### src/rtl/unified_mem_arbiter_if.sv
// Bundles the fetch port, load/store port and memory bus seen by unified_mem_arbiter.
// The master modport is the arbiter's view; slave is the pipeline/memory side.
interface unified_mem_arbiter_if #(
    parameter int unsigned ADDR_WIDTH = 32,
    parameter int unsigned DATA_WIDTH = 32
);
    logic                  if_req;
    logic [ADDR_WIDTH-1:0] if_addr;
    logic [DATA_WIDTH-1:0] if_rdata;
    logic                  if_valid;
    logic                  stall_if;

    logic                  d_req;
    logic                  d_we;
    logic [ADDR_WIDTH-1:0] d_addr;
    logic [DATA_WIDTH-1:0] d_wdata;
    logic [DATA_WIDTH-1:0] d_rdata;
    logic                  d_valid;
    logic                  stall_mem;

    logic                  mem_req;
    logic                  mem_we;
    logic [ADDR_WIDTH-1:0] mem_addr;
    logic [DATA_WIDTH-1:0] mem_wdata;
    logic [DATA_WIDTH-1:0] mem_rdata;
    logic                  mem_ready;

    modport master (
        input  if_req, if_addr, d_req, d_we, d_addr, d_wdata, mem_rdata, mem_ready,
        output if_rdata, if_valid, stall_if, d_rdata, d_valid, stall_mem,
        output mem_req, mem_we, mem_addr, mem_wdata
    );

    modport slave (
        output if_req, if_addr, d_req, d_we, d_addr, d_wdata, mem_rdata, mem_ready,
        input  if_rdata, if_valid, stall_if, d_rdata, d_valid, stall_mem,
        input  mem_req, mem_we, mem_addr, mem_wdata
    );
endinterface

### src/rtl/unified_mem_arbiter.sv
// Shares one single-ported memory between the fetch and load/store ports, one transaction at a
// time; data wins ties unless fetch has been passed over STARVE_LIMIT times.
module unified_mem_arbiter #(
    parameter int unsigned ADDR_WIDTH   = 32,
    parameter int unsigned DATA_WIDTH   = 32,
    parameter int unsigned STARVE_LIMIT = 4
) (
    input logic                   clk,
    input logic                   reset,
    unified_mem_arbiter_if.master bus
);
    localparam int unsigned CntW = $clog2(STARVE_LIMIT + 1);

    typedef enum logic [1:0] {StIdle, StBusyIf, StBusyD} state_e;

    state_e                state_q, state_d;
    logic [CntW-1:0]       starve_q, starve_d;
    logic                  mem_req_q, mem_req_d;
    logic                  mem_we_q, mem_we_d;
    logic [ADDR_WIDTH-1:0] mem_addr_q, mem_addr_d;
    logic [DATA_WIDTH-1:0] mem_wdata_q, mem_wdata_d;
    logic                  if_valid_q, if_valid_d;
    logic                  d_valid_q, d_valid_d;
    logic [DATA_WIDTH-1:0] if_rdata_q, if_rdata_d;
    logic [DATA_WIDTH-1:0] d_rdata_q, d_rdata_d;

    logic if_elig, d_elig, starve_full;

    // A request still high during its own completion cycle is stale and must not re-grant.
    assign if_elig     = bus.if_req & ~if_valid_q;
    assign d_elig      = bus.d_req & ~d_valid_q;
    assign starve_full = (starve_q == CntW'(STARVE_LIMIT));

    always_comb begin
        state_d     = state_q;
        starve_d    = starve_q;
        mem_req_d   = mem_req_q;
        mem_we_d    = mem_we_q;
        mem_addr_d  = mem_addr_q;
        mem_wdata_d = mem_wdata_q;
        if_valid_d  = 1'b0;
        d_valid_d   = 1'b0;
        if_rdata_d  = if_rdata_q;
        d_rdata_d   = d_rdata_q;

        unique case (state_q)
            StIdle: begin
                if (d_elig && !(if_elig && starve_full)) begin
                    state_d     = StBusyD;
                    mem_req_d   = 1'b1;
                    mem_we_d    = bus.d_we;
                    mem_addr_d  = bus.d_addr;
                    mem_wdata_d = bus.d_wdata;
                    if (if_elig && !starve_full) begin
                        starve_d = starve_q + CntW'(1);
                    end
                end else if (if_elig) begin
                    state_d    = StBusyIf;
                    mem_req_d  = 1'b1;
                    mem_we_d   = 1'b0;
                    mem_addr_d = bus.if_addr;
                    starve_d   = '0;
                end
            end
            StBusyIf: begin
                if (bus.mem_ready) begin
                    state_d    = StIdle;
                    mem_req_d  = 1'b0;
                    if_rdata_d = bus.mem_rdata;
                    if_valid_d = 1'b1;
                end
            end
            StBusyD: begin
                if (bus.mem_ready) begin
                    state_d   = StIdle;
                    mem_req_d = 1'b0;
                    d_valid_d = 1'b1;
                    if (!mem_we_q) begin
                        d_rdata_d = bus.mem_rdata;
                    end
                end
            end
            default: state_d = StIdle;
        endcase
    end

    always_ff @(posedge clk) begin
        if (reset) begin
            state_q     <= StIdle;
            starve_q    <= '0;
            mem_req_q   <= 1'b0;
            mem_we_q    <= 1'b0;
            mem_addr_q  <= '0;
            mem_wdata_q <= '0;
            if_valid_q  <= 1'b0;
            d_valid_q   <= 1'b0;
            if_rdata_q  <= '0;
            d_rdata_q   <= '0;
        end else begin
            state_q     <= state_d;
            starve_q    <= starve_d;
            mem_req_q   <= mem_req_d;
            mem_we_q    <= mem_we_d;
            mem_addr_q  <= mem_addr_d;
            mem_wdata_q <= mem_wdata_d;
            if_valid_q  <= if_valid_d;
            d_valid_q   <= d_valid_d;
            if_rdata_q  <= if_rdata_d;
            d_rdata_q   <= d_rdata_d;
        end
    end

    assign bus.if_rdata  = if_rdata_q;
    assign bus.if_valid  = if_valid_q;
    assign bus.stall_if  = bus.if_req & ~if_valid_q;
    assign bus.d_rdata   = d_rdata_q;
    assign bus.d_valid   = d_valid_q;
    assign bus.stall_mem = bus.d_req & ~d_valid_q;
    assign bus.mem_req   = mem_req_q;
    assign bus.mem_we    = mem_we_q;
    assign bus.mem_addr  = mem_addr_q;
    assign bus.mem_wdata = mem_wdata_q;
endmodule

### src/flat_wrapper.sv
// flat-port wrapper written by rule: the top's interface ports become plain ports
module unified_mem_arbiter_flat 
#(
    parameter int unsigned ADDR_WIDTH   = 32,
    parameter int unsigned DATA_WIDTH   = 32,
    parameter int unsigned STARVE_LIMIT = 4
)
  (clk, reset, bus_if_req, bus_if_addr, bus_d_req, bus_d_we, bus_d_addr, bus_d_wdata, bus_mem_rdata, bus_mem_ready, bus_if_rdata, bus_if_valid, bus_stall_if, bus_d_rdata, bus_d_valid, bus_stall_mem, bus_mem_req, bus_mem_we, bus_mem_addr, bus_mem_wdata);
  unified_mem_arbiter_if #(.ADDR_WIDTH(ADDR_WIDTH), .DATA_WIDTH(DATA_WIDTH)) bus_i ();
  input logic clk;
  input logic reset;
  input wire logic [$bits(bus_i.if_req)-1:0] bus_if_req;
  input wire logic [$bits(bus_i.if_addr)-1:0] bus_if_addr;
  input wire logic [$bits(bus_i.d_req)-1:0] bus_d_req;
  input wire logic [$bits(bus_i.d_we)-1:0] bus_d_we;
  input wire logic [$bits(bus_i.d_addr)-1:0] bus_d_addr;
  input wire logic [$bits(bus_i.d_wdata)-1:0] bus_d_wdata;
  input wire logic [$bits(bus_i.mem_rdata)-1:0] bus_mem_rdata;
  input wire logic [$bits(bus_i.mem_ready)-1:0] bus_mem_ready;
  output wire logic [$bits(bus_i.if_rdata)-1:0] bus_if_rdata;
  output wire logic [$bits(bus_i.if_valid)-1:0] bus_if_valid;
  output wire logic [$bits(bus_i.stall_if)-1:0] bus_stall_if;
  output wire logic [$bits(bus_i.d_rdata)-1:0] bus_d_rdata;
  output wire logic [$bits(bus_i.d_valid)-1:0] bus_d_valid;
  output wire logic [$bits(bus_i.stall_mem)-1:0] bus_stall_mem;
  output wire logic [$bits(bus_i.mem_req)-1:0] bus_mem_req;
  output wire logic [$bits(bus_i.mem_we)-1:0] bus_mem_we;
  output wire logic [$bits(bus_i.mem_addr)-1:0] bus_mem_addr;
  output wire logic [$bits(bus_i.mem_wdata)-1:0] bus_mem_wdata;
  assign bus_i.if_req = bus_if_req;
  assign bus_i.if_addr = bus_if_addr;
  assign bus_i.d_req = bus_d_req;
  assign bus_i.d_we = bus_d_we;
  assign bus_i.d_addr = bus_d_addr;
  assign bus_i.d_wdata = bus_d_wdata;
  assign bus_i.mem_rdata = bus_mem_rdata;
  assign bus_i.mem_ready = bus_mem_ready;
  assign bus_if_rdata = bus_i.if_rdata;
  assign bus_if_valid = bus_i.if_valid;
  assign bus_stall_if = bus_i.stall_if;
  assign bus_d_rdata = bus_i.d_rdata;
  assign bus_d_valid = bus_i.d_valid;
  assign bus_stall_mem = bus_i.stall_mem;
  assign bus_mem_req = bus_i.mem_req;
  assign bus_mem_we = bus_i.mem_we;
  assign bus_mem_addr = bus_i.mem_addr;
  assign bus_mem_wdata = bus_i.mem_wdata;
  unified_mem_arbiter #(.ADDR_WIDTH(ADDR_WIDTH), .DATA_WIDTH(DATA_WIDTH), .STARVE_LIMIT(STARVE_LIMIT)) u_core (.clk(clk), .reset(reset), .bus(bus_i));
endmodule
### config.mk
export PLATFORM = sky130hd
export DESIGN_NAME = unified_mem_arbiter_flat
export DESIGN_NICKNAME = d
export VERILOG_FILES = /design/src/rtl/unified_mem_arbiter_if.sv /design/src/rtl/unified_mem_arbiter.sv /design/src/flat_wrapper.sv
export SDC_FILE = /design/constraint.sdc
export NUM_CORES = 1
export LEC_CHECK = 0
export BUFFER_PORTS_ARGS = -buffer_cell sky130_fd_sc_hd__buf_4
export CAP_MARGIN = 20
export CORE_MARGIN = 2
export CORE_UTILIZATION = 52
export DETAILED_ROUTE_END_ITERATION = 8
export PLACE_DENSITY = 0.86
export SLEW_MARGIN = 20
export SYNTH_ARGS = -nofsm -noshare
export SYNTH_HDL_FRONTEND = slang
export SYNTH_SLANG_ARGS = --single-unit
### constraint.sdc
create_clock -name clk -period 2.5 [get_ports clk]
set_input_delay 0.125 -clock clk [delete_from_list [all_inputs] [get_ports clk]]
set_output_delay 0.125 -clock clk [all_outputs]
set_load 0.01 [all_outputs]
## Word level (Yosys, flattened, before mapping)

Cells that the tools add are included.
Widths: inputs -> output; s select.

| operators by class | value |
|---|---|
| mux-type cells | 16 |
| bitwise logic cells | 7 |
| reductions and logical operators | 18 |
| $add $sub $neg | 1 |
| equal/unequal tests | 6 |

Operators with widths:

| cell | number |
|---|---|
| $mux 32 | 2 |
| $mux 3 | 3 |
| $reduce_and 3->1 | 3 |
| $reduce_and 2->1 | 4 |
| $mux 1 | 6 |
| $mux 2 | 3 |
| $reduce_or 2->1 | 3 |
| $not 1->1 | 5 |
| $pmux 2 s2 | 1 |
| $reduce_bool 2->1 | 2 |
| $add 3x1->3 const B | 1 |
| $eq 3x3->1 const B | 1 |
| $logic_and 1x1->1 | 3 |
| $ne 3x1->1 const B | 1 |
| $and 1x1->1 | 2 |
| $eq 2x1->1 const B | 1 |
| $eq 2x2->1 const B | 1 |
| $logic_not 1->1 | 2 |
| $logic_not 2->1 | 1 |
| $ne 2x1->1 const B | 1 |
| $ne 2x2->1 const B | 1 |
| $pmux 1 s2 | 1 |

| word-level totals | value |
|---|---|
| input bits | 134 |
| flip-flop bits (word level) | 137 |
| word-level logic and storage cells | 58 |

## Depth between registers and ports, before layout

Gate-level depths: netlist (run 1).

| logic depth | value |
|---|---|
| depth after elaboration | 7 |
| gate-level depth with buffers | 7 |
| gate-level depth less buffers | 5 |

## Least setup slack after synthesis (run 1)

Ideal clock, no wire load.

| timing | value |
|---|---|
| path kind | flip-flop to flip-flop |
| start | register u_core.state_q[0] |
| end | register u_core.mem_addr_q[13] (netlist: u_core.bus.mem_addr[13]) |
| arrival | 1,518 ps |
| clock period less this slack | 1,605 ps |
| stages on the path, launching flop included | 8 |
| library setup time | 87 ps |
| setup slack | 895 ps |
| path through | dfxtp_1 inv_1 ha_1 inv_1 buf_2 clkbuf_1 a221oi_1 a221oi_2 |

| between the ends | value |
|---|---|
| cells in the longest elaborated chain, start to end | 2 |

RTL lines:

| element | line | text |
|---|---|---|
| start: declaration | unified_mem_arbiter.sv:16 | `state_e state_q, state_d;` |
| start signal: assignment | unified_mem_arbiter.sv:89 | `state_q <= StIdle;` |
| start signal: assignment | unified_mem_arbiter.sv:100 | `state_q <= state_d;` |
| $logic_not 2->1 | unified_mem_arbiter.sv:46 | `unique case (state_q)` |
| $reduce_and 2->1 (no line) | -- |  |
| end signal: assignment | unified_mem_arbiter.sv:104 | `mem_addr_q <= mem_addr_d;` |
| end: declaration | unified_mem_arbiter.sv:20 | `logic [ADDR_WIDTH-1:0] mem_addr_q, mem_addr_d;` |

No other way between the ends.
A chain may end at the register's enable or synchronous reset.

## Worst setup path after layout (run 1)

| timing | value |
|---|---|
| start | register u_core.state_q[0] |
| end | register u_core.mem_addr_q[6] (netlist: u_core.bus.mem_addr[6]) |

Same word-level chain as after synthesis.

==> impl_metrics.json, run 1 <==
{
  "track_usage_pct": 36.61,
  "final_cell_mix": "buf_4 (281), dfxtp_1 (137), nand2_1 (133), a21oi_1 (99), dlygate4sd3_1 (86)",
  "synth_area_um2": 6215,
  "p_clk_share_pct": 39.6,
  "setup_viol": 0,
  "worst_pin_slew_ns": 0.6084,
  "p_int_mw": 4.534,
  "path_clk_slew_ns": 0.06,
  "finalSetupTns_ns": 0,
  "die_area_um2": 12840,
  "p_sw_mw": 1.868,
  "htree_levels": 4,
  "yosys_warnings": 0,
  "reg2reg_to": "u_core.bus.mem_addr[6]",
  "ir_drop_v": 0.0006478,
  "hp-class": "in -> reg",
  "fp.coreArea_um2": 11560,
  "grt_start_max_net_pins": 80,
  "ant_nets": 0,
  "synth.net_count": 861,
  "critical_path.cell_chain": "inv_1, ha_1, inv_2, buf_12, a221oi_1, a221oi_2",
  "worstRegToRegCells": 6,
  "syn_to_final_growth_pct": 55.14,
  "timing.rr.start": "u_core.state_q[0]",
  "p_comb_share_pct": 22.1,
  "wire_per_inst_um": 20.20,
  "regToRegSetupSlack_ns": 0.60,
  "period_needed_ns": 1.897,
  "hold_violations": 0,
  "syn_inst": 721,
  "viasPerCell": 5.986,
  "critPathMaxStageDelay_ns": 0.40,
  "stdcell_area_um2": 9642,
  "fillers": 640,
  "gp_congestion": 0.8552,
  "cp-startpoint": "u_core.state_q[0]",
  "dp.cells": 1067,
  "ys_seq_area_share_pct": 44.13,
  "drc": 0,
  "layout.nets": 1169,
  "synth_seq_cells": 137,
  "synthDistinctLibCells": 36,
  "cp.required_ns": 2.84,
  "numPortBuffers": 267,
  "rsz0062_at_grt": "false",
  "drtPass1Iterations": 5,
  "crit_path_end_kind": "flop",
  "p_per_area_nw_per_um2": 664.0,
  "p_sw_share_pct": 29.18,
  "fin_crit_sh_pct": 75.87,
  "status": "finished clean",
  "io_pins": 268,
  "antenna_found_initial": 0,
  "fmax_mhz": 527.2,
  "crit_type": "reg -> reg",
  "cts_tree": "done",
  "max-cap-violations": 0,
  "clock_sinks": 137,
  "grt_pass1_wl_mm": 37.09,
  "drt_iter0_markers": 976,
  "crit_path_end": "u_core.bus.mem_addr[6]",
  "root_buffer": "clkbuf_16",
  "die_h_um": 113.3,
  "avgSynthCellArea_um2": 8.620,
  "clock_skew_ns": 0.01281,
  "place_area_um2": 8197,
  "crit_path_max_fanout": 28,
  "seq_power_share_pct": 38.3,
  "layout_commonest_cell": "buf_4",
  "p_leak_nw": 4.139,
  "grt_pass1_vias": 7040,
  "slew-limit-headroom_pct": 59.44,
  "slew_violations": 0,
  "vias": 7087,
  "num_antenna_cells": 0,
  "layout.cells.non_filler": 1184,
  "numCtsBuffers": 17,
  "cpMaxStageDelayCell": "dfxtp_1",
  "start_util_pct": 53.74,
  "hpwl_mm": 12.73,
  "rows": 39,
  "dieWidth_um": 113.3,
  "cts_buffer_depth": 2,
  "worstSetupStartpointType": "flop",
  "wl_mm": 23.91,
  "gr-total-overflow": 0,
  "drive_gt1_share_pct": 33.72,
  "cts_setup_buffers": 0,
  "cp.arrival_ns": 2.24,
  "worstSkewPairLatency_ns": 0.44
}
[flip-flops by register name, indices dropped and copies added, names as in the netlist]
register,cells
u_core.bus.d_valid,1
u_core.bus.if_valid,1
u_core.starve_q,3
u_core.bus.mem_addr,32
u_core.state_q,2
u_core.bus.d_rdata,32
u_core.bus.mem_req,1
u_core.bus.mem_wdata,32
u_core.bus.if_rdata,32
u_core.bus.mem_we,1
[how the worst min path moves through the flow]
stage,cells after the start,to,from,slack (ns)
final,3,u_core.bus.mem_addr[9],bus_if_addr[9],0.02
after detailed placement,2,u_core.bus.mem_we,bus_d_we,0.39
after global routing,3,u_core.bus.mem_addr[11],bus_if_addr[11],0.02
after CTS,3,u_core.bus.mem_addr[9],bus_if_addr[9],0.002
after floorplan,2,u_core.bus.d_rdata[0],bus_mem_rdata[0],0.26
after global placement,2,u_core.bus.mem_we,bus_d_we,0.38
[through the flow]
step	worst slack, ns	hold WS [ns]	util [%]	power [mW]
2_1_floorplan	0.8950	0.2610	-	3.190
3_3_place_gp	0.6995	0.3754	70.88	3.722
3_5_place_dp	0.6493	0.3876	70.88	3.743
4_1_cts	0.6413	0.002016	83.37	6.337
5_1_grt	0.4489	0.01999	83.37	6.616
6_report	0.6032	0.01671	83.37	6.402
[metal layers]
layer	GRT usage, %	share of wire [%]
met5	0	0
met4	19.19	4.7
met3	10.82	8.7
met2	62.32	50
met1	41.52	37
[logic make-up after synthesis]
family / synth area share (%)
compound gates: 27.64
simple gates: 18.14
flops: 44.13
buf+inv: 8.879
fa+ha+maj: 1.208
[worst max-delay path, delay by kind of cell (launching register included)]
| family | cells | cell delay (ns) |
|---|---|---|
| AOI/OAI and AO/OA | 2 | 0.37 |
| adders and majority gates | 1 | 0.30 |
| buffers and inverters | 3 | 0.72 |
| DFF | 1 | 0.40 |
[synthesized netlist by cell type, drive strengths merged]
master / number / share of area, %
nand2: 133 / 8.0
and4b: 1 / 0.16
o21ai: 34 / 2.9
a21oi: 99 / 8.0
buf: 35 / 3.5
o2bb2ai: 1 / 0.14
and2: 1 / 0.10
and3b: 34 / 4.8
nand3b: 2 / 0.24
clkbuf: 47 / 2.9
dfxtp: 137 / 44
a31oi: 2 / 0.20
nor3: 2 / 0.16
a211o: 1 / 0.14
inv: 41 / 2.5
nand4: 35 / 3.5
nand4b: 2 / 0.28
nor2b: 2 / 0.20
nand2b: 2 / 0.20
and3: 1 / 0.10
ha: 6 / 1.2
o311ai: 1 / 0.14
nor4b: 1 / 0.14
nand3: 1 / 0.080
o31ai: 32 / 3.9
a221oi: 64 / 12
nor2: 2 / 0.12
a32o: 2 / 0.32
[what timing repair did]
item	CTS	global route
hold buffers	86	0
gates resized for setup	0	0
endpoints found under the hold margin	119	0
[power by group through the flow]
stage | Combinational [mW] | Sequential [mW] | Clock (mW)
floorplan | 0.639 | 2.55 | 0
global placement | 1.24 | 2.48 | 0
detailed placement | 1.25 | 2.49 | 0
CTS | 1.37 | 2.44 | 2.52
global route | 1.51 | 2.47 | 2.64
finish | 1.42 | 2.45 | 2.53
[cell type report]
type                       instances  area [um2]  share of cell area, %
timing repair buffer             371        3050                  31.64
multi-input combinational        461        2929                  30.38
inverter                          41       156.4                  1.622
tap                              143       178.9                  1.856
sequential                       137        2743                  28.45
clock buffer                      18       439.2                  4.555
clock inverter                    13       145.1                  1.505
Note: power is estimated with default switching activity, not from simulation.
==> run 2, diff against run 1 <==
Settings changed: CORE_UTILIZATION 52 to 43, PLACE_DENSITY 0.86 to 0.76.
Clock period 2.5 ns to 1.7 ns, I/O delays scaled along.
==> impl_metrics.json, run 2 (synthesis results as in run 1) <==
{
  "dieWidth_um": 124.2,
  "cts_buffer_depth": 2,
  "drtPass1Iterations": 5,
  "critPathBufInv": 3,
  "viasPerCell": 5.554,
  "grt_pass1_wl_mm": 35.56,
  "die_h_um": 124.2,
  "grt_start_max_net_pins": 69,
  "p_comb_share_pct": 22.7,
  "start_util_pct": 44.43,
  "cpMaxStageDelayCell": "dfxtp_1",
  "p_sw_mw": 2.649,
  "num_antenna_cells": 0,
  "drt_iter0_markers": 644,
  "gp_congestion": 0.8143,
  "crit_path_end_kind": "output port",
  "p_int_mw": 7.152,
  "rsz0062_at_grt": "true",
  "worst-path-stages": 4,
  "clock_sinks": 137,
  "crit_family": "buffers and inverters",
  "status": "finished clean",
  "hold_violations": 0,
  "drive_gt1_share_pct": 36.49,
  "finalSetupTns_ns": 0,
  "io_pins": 268,
  "setup_viol": 0,
  "antenna_found_initial": 0,
  "multi_input_area_um2": 3032,
  "seq_power_share_pct": 36.7,
  "layout.nets": 1206,
  "fin_crit_sh_pct": 96.31,
  "hp-class": "in -> reg",
  "root_buffer": "clkbuf_16",
  "cp.required_ns": 1.62,
  "final_cell_mix": "buf_4 (296), dfxtp_1 (137), nand2_1 (133), a21oi_1 (99), dlygate4sd3_1 (98)",
  "slew-limit-headroom_pct": 68.30,
  "wire_per_inst_um": 18.19,
  "syn_to_final_growth_pct": 65.15,
  "crit_path_max_fanout": 26,
  "worstSkewPairLatency_ns": 0.42,
  "worstSetupStartpointType": "flop",
  "critPathMaxStageDelay_ns": 0.32,
  "layout_commonest_cell": "buf_4",
  "cts_tree": "done",
  "worst_pin_slew_ns": 0.4755,
  "regArea_um2": 2743,
  "p_per_area_nw_per_um2": 955.0,
  "crit_type": "reg -> out",
  "rows": 43,
  "critical_path.cell_chain": "nand2b_4, inv_8, buf_8, buf_4",
  "dp.cells": 1126,
  "p_sw_share_pct": 27.03,
  "track_usage_pct": 27.83,
  "hold_path_depth": 3,
  "ir_drop_v": 0.0009166,
  "p_clk_share_pct": 40.5,
  "max-cap-violations": 0,
  "grt_pass1_vias": 6874,
  "ant_nets": 0,
  "layout.cells.non_filler": 1257,
  "fp.coreArea_um2": 13990,
  "path_clk_slew_ns": 0.06,
  "period_needed_ns": 1.637,
  "gr-total-overflow": 0,
  "numCtsBuffers": 17,
  "htree_levels": 4,
  "fillers": 971,
  "p_leak_nw": 4.370,
  "hpwl_mm": 13.69,
  "drc": 0,
  "wl_mm": 22.87,
  "fmax_mhz": 610.8,
  "clock_skew_ns": 0.009530,
  "vias": 6982,
  "worstRegToRegCells": 6,
  "stdcell_area_um2": 10260,
  "die_area_um2": 15430,
  "cp.arrival_ns": 1.55,
  "numPortBuffers": 267,
  "slew_violations": 0,
  "place_area_um2": 8471
}
run 2: cell count changes in the layout (fill, tap and decap cells not counted), moves of 2 or more:
cell	previous run	this run
a221oi_2	29	43
buf_12	4	9
clkinv_4	5	1
buf_6	0	2
bufinv_16	2	5
dlygate4sd3_1	86	98
buf_4	281	296
clkbuf_16	17	19
clkinvlp_4	0	4
inv_6	3	0
a221oi_1	35	21
run 2: layout make-up:
cell class,count,share of cell area (%)
clock inverters,13,1.987
well taps,180,2.194
inverters,41,1.597
repair buffers,408,33.82
flip-flops and latches,137,26.72
clock buffers,17,4.145
multi-input cells,461,29.54
run 2: metal layers:
metal | GRT usage [%] | up-vias | share of wire (%)
li1 | - | 3289 | -
met1 | 32.66 | 3269 | 39
met2 | 46.96 | 363 | 49
met3 | 9.466 | 61 | 8.7
met4 | 10.51 | 0 | 3.4
met5 | 0 | - | 0
run 2: worst paths after layout:
check / from / end / slack, ns
worst max-delay path: u_core.bus.d_valid / bus_stall_mem / 0.06
worst min-delay path: bus_if_addr[23] / u_core.bus.mem_addr[23] / 0.02
worst max register to register: u_core.starve_q[0] / u_core.bus.mem_addr[31] / 0.07
worst min register to register: u_core.bus.d_rdata[4] / u_core.bus.d_rdata[4] / 0.45
run 2: stage by stage:
| stage | hold WS (ns) | power [mW] | util [%] | setup WS, ns |
|---|---|---|---|---|
| 3_3_place_gp | 0.3400 | 5.574 | 60.55 | 0.09136 |
| 3_5_place_dp | 0.3414 | 5.596 | 60.55 | 0.03675 |
| 6_report | 0.01757 | 9.802 | 73.37 | 0.06270 |
| 2_1_floorplan | 0.2210 | 4.691 | - | 0.09496 |
| 5_1_grt | 0.02147 | 10.17 | 73.37 | -0.03324 |
| 4_1_cts | 0.002620 | 9.742 | 72.11 | 0.01643 |
run 2: power by group through the flow:
stage,registers (mW),clock network [mW],logic [mW]
after detailed placement,3.66,0,1.94
final,3.60,3.97,2.23
after CTS,3.59,4.01,2.14
after global routing,3.63,4.16,2.38
after floorplan,3.75,0,0.940
after global placement,3.65,0,1.92
run 2: tightest hold or removal path, cell delays in order:
cell	delay, ns
buf_4	0.11
o21ai_0	0.11
a221oi_2	0.07
run 2: what timing repair did:
action | 4_1_cts | 5_1_grt
cloned | 0 | 2
hold buffers | 98 | 0
pin swaps | 0 | 3
resized for setup | 2 | 25
hold endpoints to repair | 130 | 0
buffers inserted | 0 | 1
setup endpoints to repair | 1 | 27
